**config.mk**
```make
export PLATFORM = sky130hd
export DESIGN_NAME = sum_stationary_result_collector
export DESIGN_NICKNAME = d
export VERILOG_FILES = /design/src/rtl/sum_stationary_pkg.sv /design/src/rtl/result_accum_bank.sv /design/src/rtl/sum_stationary_result_collector.sv
export SDC_FILE = /design/constraint.sdc
export NUM_CORES = 2
export LEC_CHECK = 0
export CORE_ASPECT_RATIO = 2
export CORE_MARGIN = 10
export CORE_UTILIZATION = 40
export CTS_CLUSTER_SIZE = 10
export DETAILED_ROUTE_END_ITERATION = 16
export PLACE_DENSITY = 0.64
export RECOVER_POWER = 25
export SYNTH_ARGS = -nofsm -noshare
export SYNTH_HDL_FRONTEND = slang
export SYNTH_SLANG_ARGS = --single-unit
```
**constraint.sdc**
```tcl
create_clock -name clk -period 10.7 [get_ports clk]
set_input_delay 2.14 -clock clk [delete_from_list [all_inputs] [get_ports clk]]
set_output_delay 2.14 -clock clk [all_outputs]
set_load 0.01 [all_outputs]
```
**src/rtl/sum_stationary_pkg.sv**
```systemverilog
// Shared types and sizing helpers for the sum-stationary result collector.
package sum_stationary_pkg;

    localparam int unsigned DEF_N            = 4;
    localparam int unsigned DEF_C_DATA_WIDTH = 32;
    localparam int unsigned DEF_TILE_BITS    = 8;

    typedef enum logic [1:0] {
        IDLE    = 2'd0,
        COLLECT = 2'd1,
        DRAIN   = 2'd2
    } collector_state_t;

    // Width of a counter indexing 0..n-1; never narrower than one bit.
    function automatic int unsigned idx_width(input int unsigned n);
        return (n > 1) ? $clog2(n) : 1;
    endfunction

endpackage

```
**src/rtl/result_accum_bank.sv**
```systemverilog
// NxN accumulator array: one beat per cycle written as a row or a column,
// either overwriting or adding; one row read combinationally.
module result_accum_bank
    import sum_stationary_pkg::*;
#(
    parameter int unsigned N            = DEF_N,
    parameter int unsigned C_DATA_WIDTH = DEF_C_DATA_WIDTH,
    parameter int unsigned ACC_WIDTH    = DEF_C_DATA_WIDTH + DEF_TILE_BITS,
    localparam int unsigned IW          = idx_width(N)
) (
    input  logic                      clk,
    input  logic                      reset,
    input  logic                      i_we,
    input  logic                      i_by_row,
    input  logic [IW-1:0]             i_idx,
    input  logic                      i_overwrite,
    input  logic [N*C_DATA_WIDTH-1:0] i_data,
    input  logic [IW-1:0]             i_rd_row,
    output logic [N*ACC_WIDTH-1:0]    o_rd_data
);

    logic [ACC_WIDTH-1:0]    r_acc  [N][N];
    logic [ACC_WIDTH-1:0]    w_next [N][N];
    logic [N-1:0]            w_sel  [N];
    logic [C_DATA_WIDTH-1:0] w_elem [N][N];

    // Column beats land transposed so the array always holds row order.
    always_comb begin
        for (int unsigned r = 0; r < N; r++) begin
            w_sel[r] = '0;
            for (int unsigned c = 0; c < N; c++) begin
                w_sel[r][c]  = i_by_row ? (IW'(r) == i_idx) : (IW'(c) == i_idx);
                w_elem[r][c] = i_by_row ? i_data[c*C_DATA_WIDTH +: C_DATA_WIDTH]
                                        : i_data[r*C_DATA_WIDTH +: C_DATA_WIDTH];
                w_next[r][c] = i_overwrite ? ACC_WIDTH'(w_elem[r][c])
                                           : r_acc[r][c] + ACC_WIDTH'(w_elem[r][c]);
            end
        end
    end

    always_ff @(posedge clk) begin
        if (reset) begin
            for (int unsigned r = 0; r < N; r++)
                for (int unsigned c = 0; c < N; c++)
                    r_acc[r][c] <= '0;
        end else if (i_we) begin
            for (int unsigned r = 0; r < N; r++)
                for (int unsigned c = 0; c < N; c++)
                    if (w_sel[r][c])
                        r_acc[r][c] <= w_next[r][c];
        end
    end

    always_comb begin
        o_rd_data = '0;
        for (int unsigned c = 0; c < N; c++)
            o_rd_data[c*ACC_WIDTH +: ACC_WIDTH] = r_acc[i_rd_row][c];
    end

endmodule

```
**src/rtl/sum_stationary_result_collector.sv**
```systemverilog
// Consumes the array's C stream, sums K-split partial tiles and drains the
// finished tile row by row to a valid/ready sink.
module sum_stationary_result_collector
    import sum_stationary_pkg::*;
#(
    parameter int unsigned N            = DEF_N,
    parameter int unsigned C_DATA_WIDTH = DEF_C_DATA_WIDTH,
    parameter int unsigned TILE_BITS    = DEF_TILE_BITS,
    parameter int unsigned ACC_WIDTH    = C_DATA_WIDTH + TILE_BITS
) (
    input  logic                      clk,
    input  logic                      reset,
    input  logic                      cfg_valid,
    output logic                      cfg_ready,
    input  logic                      cfg_by_row,
    input  logic [TILE_BITS-1:0]      cfg_num_tiles,
    input  logic                      in_valid,
    output logic                      in_ready,
    output logic                      in_by_row,
    input  logic [N*C_DATA_WIDTH-1:0] in_data,
    output logic                      out_valid,
    input  logic                      out_ready,
    output logic [N*ACC_WIDTH-1:0]    out_data,
    output logic                      out_last,
    output logic                      busy
);

    localparam int unsigned   IW       = idx_width(N);
    localparam logic [IW-1:0] LAST_IDX = IW'(N - 1);

    collector_state_t     r_state, w_next_state;
    logic [IW-1:0]        r_beat, r_row;
    logic [TILE_BITS-1:0] r_tile, r_tiles;
    logic                 r_by_row;
    logic                 w_beat_fire, w_job_done, w_drain_done;
    logic [N*ACC_WIDTH-1:0] w_rd_data;

    assign w_beat_fire  = (r_state == COLLECT) && in_valid;
    assign w_job_done   = w_beat_fire && (r_beat == LAST_IDX) &&
                          (r_tile == r_tiles - TILE_BITS'(1));
    assign w_drain_done = (r_state == DRAIN) && out_ready && (r_row == LAST_IDX);

    always_ff @(posedge clk) begin
        if (reset) r_state <= IDLE;
        else       r_state <= w_next_state;
    end

    always_comb begin
        w_next_state = r_state;
        case (r_state)
            IDLE:    if (cfg_valid)    w_next_state = COLLECT;
            COLLECT: if (w_job_done)   w_next_state = DRAIN;
            DRAIN:   if (w_drain_done) w_next_state = IDLE;
            default:                   w_next_state = IDLE;
        endcase
    end

    always_comb begin
        cfg_ready = (r_state == IDLE);
        in_ready  = (r_state == COLLECT);
        out_valid = (r_state == DRAIN);
        out_last  = (r_state == DRAIN) && (r_row == LAST_IDX);
        busy      = (r_state != IDLE);
        in_by_row = r_by_row;
        out_data  = (r_state == DRAIN) ? w_rd_data : '0;
    end

    always_ff @(posedge clk) begin
        if (reset) begin
            r_beat   <= '0;
            r_row    <= '0;
            r_tile   <= '0;
            r_tiles  <= TILE_BITS'(1);
            r_by_row <= 1'b1;
        end else begin
            case (r_state)
                IDLE: if (cfg_valid) begin
                    r_by_row <= cfg_by_row;
                    r_tiles  <= (cfg_num_tiles == '0) ? TILE_BITS'(1) : cfg_num_tiles;
                    r_beat   <= '0;
                    r_tile   <= '0;
                    r_row    <= '0;
                end
                COLLECT: if (in_valid) begin
                    if (r_beat == LAST_IDX) begin
                        r_beat <= '0;
                        r_tile <= r_tile + TILE_BITS'(1);
                    end else begin
                        r_beat <= r_beat + IW'(1);
                    end
                end
                DRAIN: if (out_ready)
                    r_row <= (r_row == LAST_IDX) ? '0 : r_row + IW'(1);
                default: ;
            endcase
        end
    end

    result_accum_bank #(
        .N           (N),
        .C_DATA_WIDTH(C_DATA_WIDTH),
        .ACC_WIDTH   (ACC_WIDTH)
    ) u_bank (
        .clk        (clk),
        .reset      (reset),
        .i_we       (w_beat_fire),
        .i_by_row   (r_by_row),
        .i_idx      (r_beat),
        .i_overwrite(r_tile == '0),
        .i_data     (in_data),
        .i_rd_row   (r_row),
        .o_rd_data  (w_rd_data)
    );

endmodule
```
* Yosys cells after proc, flatten, opt, wreduce, memory -nomap -nowiden *
Memories as Yosys holds them, arrays and structs flattened. A register that Yosys moved wholly into a read port is not among the register bits.
Cells that the tools add are included.

storage, ports and cells
  bits in writable memories = 640
  output and inout bits = 166
  register bits = 23
  memories kept = 1
  logic and storage cells = 216
  input port bits = 142

cells by class
  reductions and logical operators = 18
  bitwise logic cells = 16
  equal/unequal tests = 14
  add/subtract/negate cells = 20
  mux-type cells = 141

memory list
  memory        depth  bits a word  rd ports  clocked after memory_dff  write ports  line                     source
  u_bank.r_acc  4      160          5         1                         4            result_accum_bank.sv:22  logic [ACC_WIDTH-1:0] r_acc [N][N];

operator list
  kind                 number
  $mux 40              32
  $add 40x32->40       16
  $mux 32              12
  $mux 160             1
  $mux 1               78
  $mux 8               4
  $mux 2               10
  $logic_not 8->1      2
  $or 1x1->1           16
  $pmux 8 s2           1
  $reduce_and 3->1     3
  $add 8x1->8 const B  1
  $eq 8x8->1           1
  $ne 2x1->1 const B   4
  $pmux 2 s2           2
  $sub 8x1->8 const B  1
  $eq 2x2->1 const B   3
  $logic_and 1x1->1    6
  $pmux 2 s3           1
  $reduce_bool 2->1    3
  $add 2x1->2 const B  2
  $eq 2x2->1 const A   2
  $logic_not 2->1      2
  $ne 2x2->1 const B   2
  other kinds (4)      4

* Logic depth before layout (Yosys ltp) *
  depth after elaboration = 7
  depth in mapped cells = 18
  gate-level depth less buffers = 14

* Modules after synthesis *
A second synthesis with hierarchy kept.

second synthesis, totals
  cell total of the unflattened synthesis = 7363
  area, all modules = 63611.0 um^2

modules (own cells, without submodules)
  module                           times used  cells an instance  sequential area each (um^2)  area each (um^2)
  result_accum_bank                1           7027               19218.4                      61212.5
  sum_stationary_result_collector  1           336                460.4                        2398.6

* Worst setup path before layout *
No wires, ideal clock.

  path kind = input to register
  start point = in in_data[96]
  end point = mem u_bank.r_acc[3][72] (netlist name) (data pin)
  required time = 10434 ps
  setup time = 266 ps
  stages on the path = 14
  arrival time = 5051 ps
  setup slack = 5383 ps
  buffers on the path = 0
  cell sequence = nand2b_1 nand2_1 ha_1 fa_1 a211oi_1 nor2_1 o221ai_1 a31oi_1 o41ai_2 o21ai_2 a2111o_1 a31oi_4 xor2_1 nor2_1

RTL lines
  element      line                                   source
  from (decl)  sum_stationary_result_collector.sv:20  input logic [N*C_DATA_WIDTH-1:0] in_data,
  to (decl)    result_accum_bank.sv:22

==> PnR_summary.wiki <==
{| class="wikitable"
! Metric !! Value
|-
| Total negative slack || 0 ns
|-
| Max Root-Sink Buffers || 3
|-
| Initial Util || 0.402
|-
| Switching fraction of total power || 0.360
|-
| Post-route total power || 8.31 mW
|-
| Synthesized area || 63200 um2
|-
| Power density over the cells || ~120 nW/um2
|-
| Die Span X || approximately 300 um
|-
| Final max-slew violation count || ~600
|-
| Pin count of the biggest net entering global routing || 143
|-
| Buffers inserted during post-CTS setup optimization || 0
|-
| Critical Setup Path Class || input pin to register
|-
| Required arrival time at the worst endpoint || 11.11 ns
|-
| GR Util All Layers || 0.265
|-
| Layout Skew || 0.0283 ns
|-
| Antenna-violating nets left || 0
|-
| Kind of start point of the critical path || input pin
|-
| Count of routing violations after the opening detailed-route iteration || 5502
|-
| Count of cell types in the netlist || 91
|-
| Final WS setup || 3.94 ns
|-
| Register-to-Register Setup Slack || 4.40 ns
|-
| Clock transition time at the flip-flop clock pins of the worst setup and hold paths || 0.06 ns
|-
| Buffer type at the clock tree root || clkbuf_16
|-
| Gate count of the mapped netlist || 7452
|-
| Worst-case reg-to-reg path depth || 14
|-
| Startpoint of the worst setup timing path || in_data[33]
|-
| Number of sinks on the clock net || 665
|-
| Flip-flop cell with the highest count after synthesis || edfxtp_1
|-
| Post-DR vias/cell || 6.23
|-
| Number of buffers inserted during clock tree synthesis || 77
|-
| Post-detailed-routing wire length || 242000 um
|-
| Syn nets || ~8100
|-
| Startpoint of the lowest-slack hold path || r_tiles[1]
|-
| Area growth, synth to finish || 11.6%
|-
| Reg2reg end || u_bank.r_acc[3][158]
|-
| Reported max-cap violation count || 15
|-
| DP Cell Count || 9589
|-
| Synthesis warning total || 0
|-
| Highest-delay cell along the critical path || a211oi_1
|-
| Fraction of registers with async set or reset after synthesis || 0
|-
| Type of the most critical hold path || register to register
|-
| Via count of the first global-routing pass || roughly 60000
|-
| Sequential share of the synthesized area || 0.312
|-
| Net switching power || ~3.0 mW
|-
| Upper clock frequency limit || around 150 MHz
|-
| Dominant cell by count in the synthesized netlist || nand2_1
|-
| Clock network fraction of total power || 0.306
|-
| Fill cell total of the finished layout || 15600
|-
| Final non-filler cell area || 70500 um2
|-
| Overall die height || between 500 and 600 um
|-
| H-Tree Level Count || 3
|-
| Transition time of the tightest slew-check pin || 3.11 ns
|-
| Post-detailed-placement cell area || 68400 um2
|-
| Core utilization of the finished layout || 0.448
|-
| CP max stage delay || 1.05 ns
|-
| Cells traversed along the worst timing path || clkdlybuf4s50_1, nand2b_1, nand2_1, ha_1, a211oi_1, o21bai_1, a211oi_1, o21ai_0, o221ai_1, o31a_1, o21ai_0, and4_1, xnor2_1, nor2_1
|-
| Global route total overflow || 0
|-
| Pleak || roughly 29 nW
|-
| Die Area || 175000 um2
|-
| Wire length of the first global-routing pass || 358000 um
|-
| Worst skew pair latency || 0.69 ns
|-
| Headroom to the max-slew limit || -1.07
|-
| Start of the worst register-to-register path || in_by_row
|-
| Area contributors post-synth || edfxtp_1 (30%), ha_1 (10%), nand2_1 (8.9%), a21oi_1 (6.9%), mux4_2 (5.7%)
|-
| Share of total power in combinational logic || 0.323
|-
| Power share of the sequential group || 0.371
|-
| Count of flip-flops with a built-in enable after synthesis || 640
|-
| Worst-case hold slack || 0.478 ns
|-
| Library cell occupying the most area in the post-synthesis netlist || edfxtp_1
|-
| DR DRC count || 0
|-
| Non-filler cells in the finished layout || 9701
|-
| Sink of the worst hold path || r_tiles[1]
|-
| Data arrival time of the critical path || a little over 7 ns
|-
| Number of buffer and inverter stages on the critical path || 1
|-
| Area share of the leading cell type in the synthesized netlist || 0.304
|-
| CTS tree || yes
|-
| Worst-path maximum fanout || 5
|-
| Final setup viols || 0
|-
| Sum of net half-perimeters after detailed placement || 190000 um
|-
| Number of storage elements in the synthesis netlist || 665
|-
| Type of destination of the critical path || register
|-
| Final RePlAce weighted congestion || 0.984
|-
| Hold depth || 2
|-
| Final min period || 6.76 ns
|-
| Ratio of final minimum period to clock period || 0.631
|-
| Row count || 206
|-
| Total number of vias || between 60000 and 70000
|-
| Post-Place Setup Slack || between 3 and 4 ns
|-
| Internal Dissipation || ~5.3 mW
|-
| Result of the run || finished with violations
|-
| Post-Synthesis Mean Instance Area || 8.47 um2
|-
| RSZ-0062 raised after global routing || no
|-
| Share of layout cells above drive strength 1 || 0.0508
|-
| Top delay family on crit path || compound AO/OA/AOI/OAI gates
|-
| Peak supply drop || 0.0927 mV
|-
| PostCTS Resize Cnt || 0
|-
| First-pass DRT Iterations || 7
|-
| IO Port Bufs || 307
|-
| Count of pins on the block boundary || 308
|-
| Violated checks || max-capacitance violations, max-slew violations
|-
| Routed length per instance || about 25 um
|-
| Core outline area || 157000 um2
|-
| Post-layout net count || a little over 8000
|-
| Antenna violations before repair || 27
|-
| Final hold violation count || 0
|-
| Hold buffers post-CTS || 0
|-
| Cell types with the highest counts after synthesis || nand2_1 (1497), a21oi_1 (877), edfxtp_1 (640)
|}
-- cell usage in the layout, fill, tap and decap left out, types with 191 or more instances in the layout --
cell type	n
a21o_1	251
a21oi_1	877
clkdlybuf4s50_1	305
edfxtp_1	640
ha_1	520
nand2_1	1495
nand2b_1	191
nor2_1	473
o21ai_0	336
xnor2_1	302
-- power by group through the flow --
stage | clock, mW | combinational (mW) | sequential (mW)
3_3_place_gp | 0 | 2.58 | 3.12
5_1_grt | 2.64 | 2.92 | 3.10
4_1_cts | 2.58 | 2.64 | 3.07
2_1_floorplan | 0 | 1.89 | 3.09
6_report | 2.54 | 2.68 | 3.09
3_5_place_dp | 0 | 2.62 | 3.13
-- logic make-up after synthesis --
family                   after synthesis  synth area share
XOR/XNOR                             447            0.0620
multiplexers                         179            0.0602
buffers and inverters                433            0.0260
AND/OR/NAND/NOR                     3052             0.221
flip-flops                           665             0.312
AO/OA/AOI/OAI                       2140             0.210
adder cells (fa/ha/maj)              536             0.108
-- worst max-delay path by stage --
stage                     slack (ns)  cells past startpoint                   end
final                           3.94                     14   u_bank.r_acc[1][39]
after global placement          3.44                     14   u_bank.r_acc[1][39]
after global routing            3.77                     14  u_bank.r_acc[3][159]
after floorplan                 5.38                     14   u_bank.r_acc[3][72]
after CTS                       4.15                     14   u_bank.r_acc[1][39]
after detailed placement        3.44                     14   u_bank.r_acc[1][39]
-- worst register-to-register path, delay by kind of cell (launching register included) --
family | cells | cell delay, ns
AND/OR/NAND/NOR | 5 | 1.46
AO/OA/AOI/OAI | 7 | 2.69
buffers and inverters | 1 | 0.68
flip-flops | 1 | 0.80
adder cells (fa/ha/maj) | 1 | 0.38
-- cell type report --
| cell class | instances | area (um2) | share of cell area |
|---|---|---|---|
| Clock inverter | 8 | 114 | 0.00162 |
| Multi-Input combinational cell | 6354 | 42000 | 0.596 |
| Timing Repair Buffer | 372 | 3550 | 0.0504 |
| Tap cell | 2080 | 2600 | 0.0369 |
| Antenna cell | 10 | 25.0 | 0.000355 |
| Sequential cell | 665 | 19700 | 0.280 |
| Inverter | 118 | 443 | 0.00629 |
| Clock buffer | 94 | 2010 | 0.0285 |
-- state kept, by name (all words and copies together) (netlist names), named ones only --
name	flops
r_tiles	8
r_state	2
u_bank.r_acc	640
r_tile	8
r_beat	2
r_row	2
in_by_row	1
-- routing by layer --
metal / wire [um] / track usage / vias up
met1: 88900 / 0.299 / 29500
met5: 104 / 0 / -
met4: 15100 / 0.151 / 16
li1: - / - / 27700
met3: 15900 / 0.0327 / 624
met2: 122000 / 0.474 / 2597
Note: power is estimated with default switching activity, not from simulation.
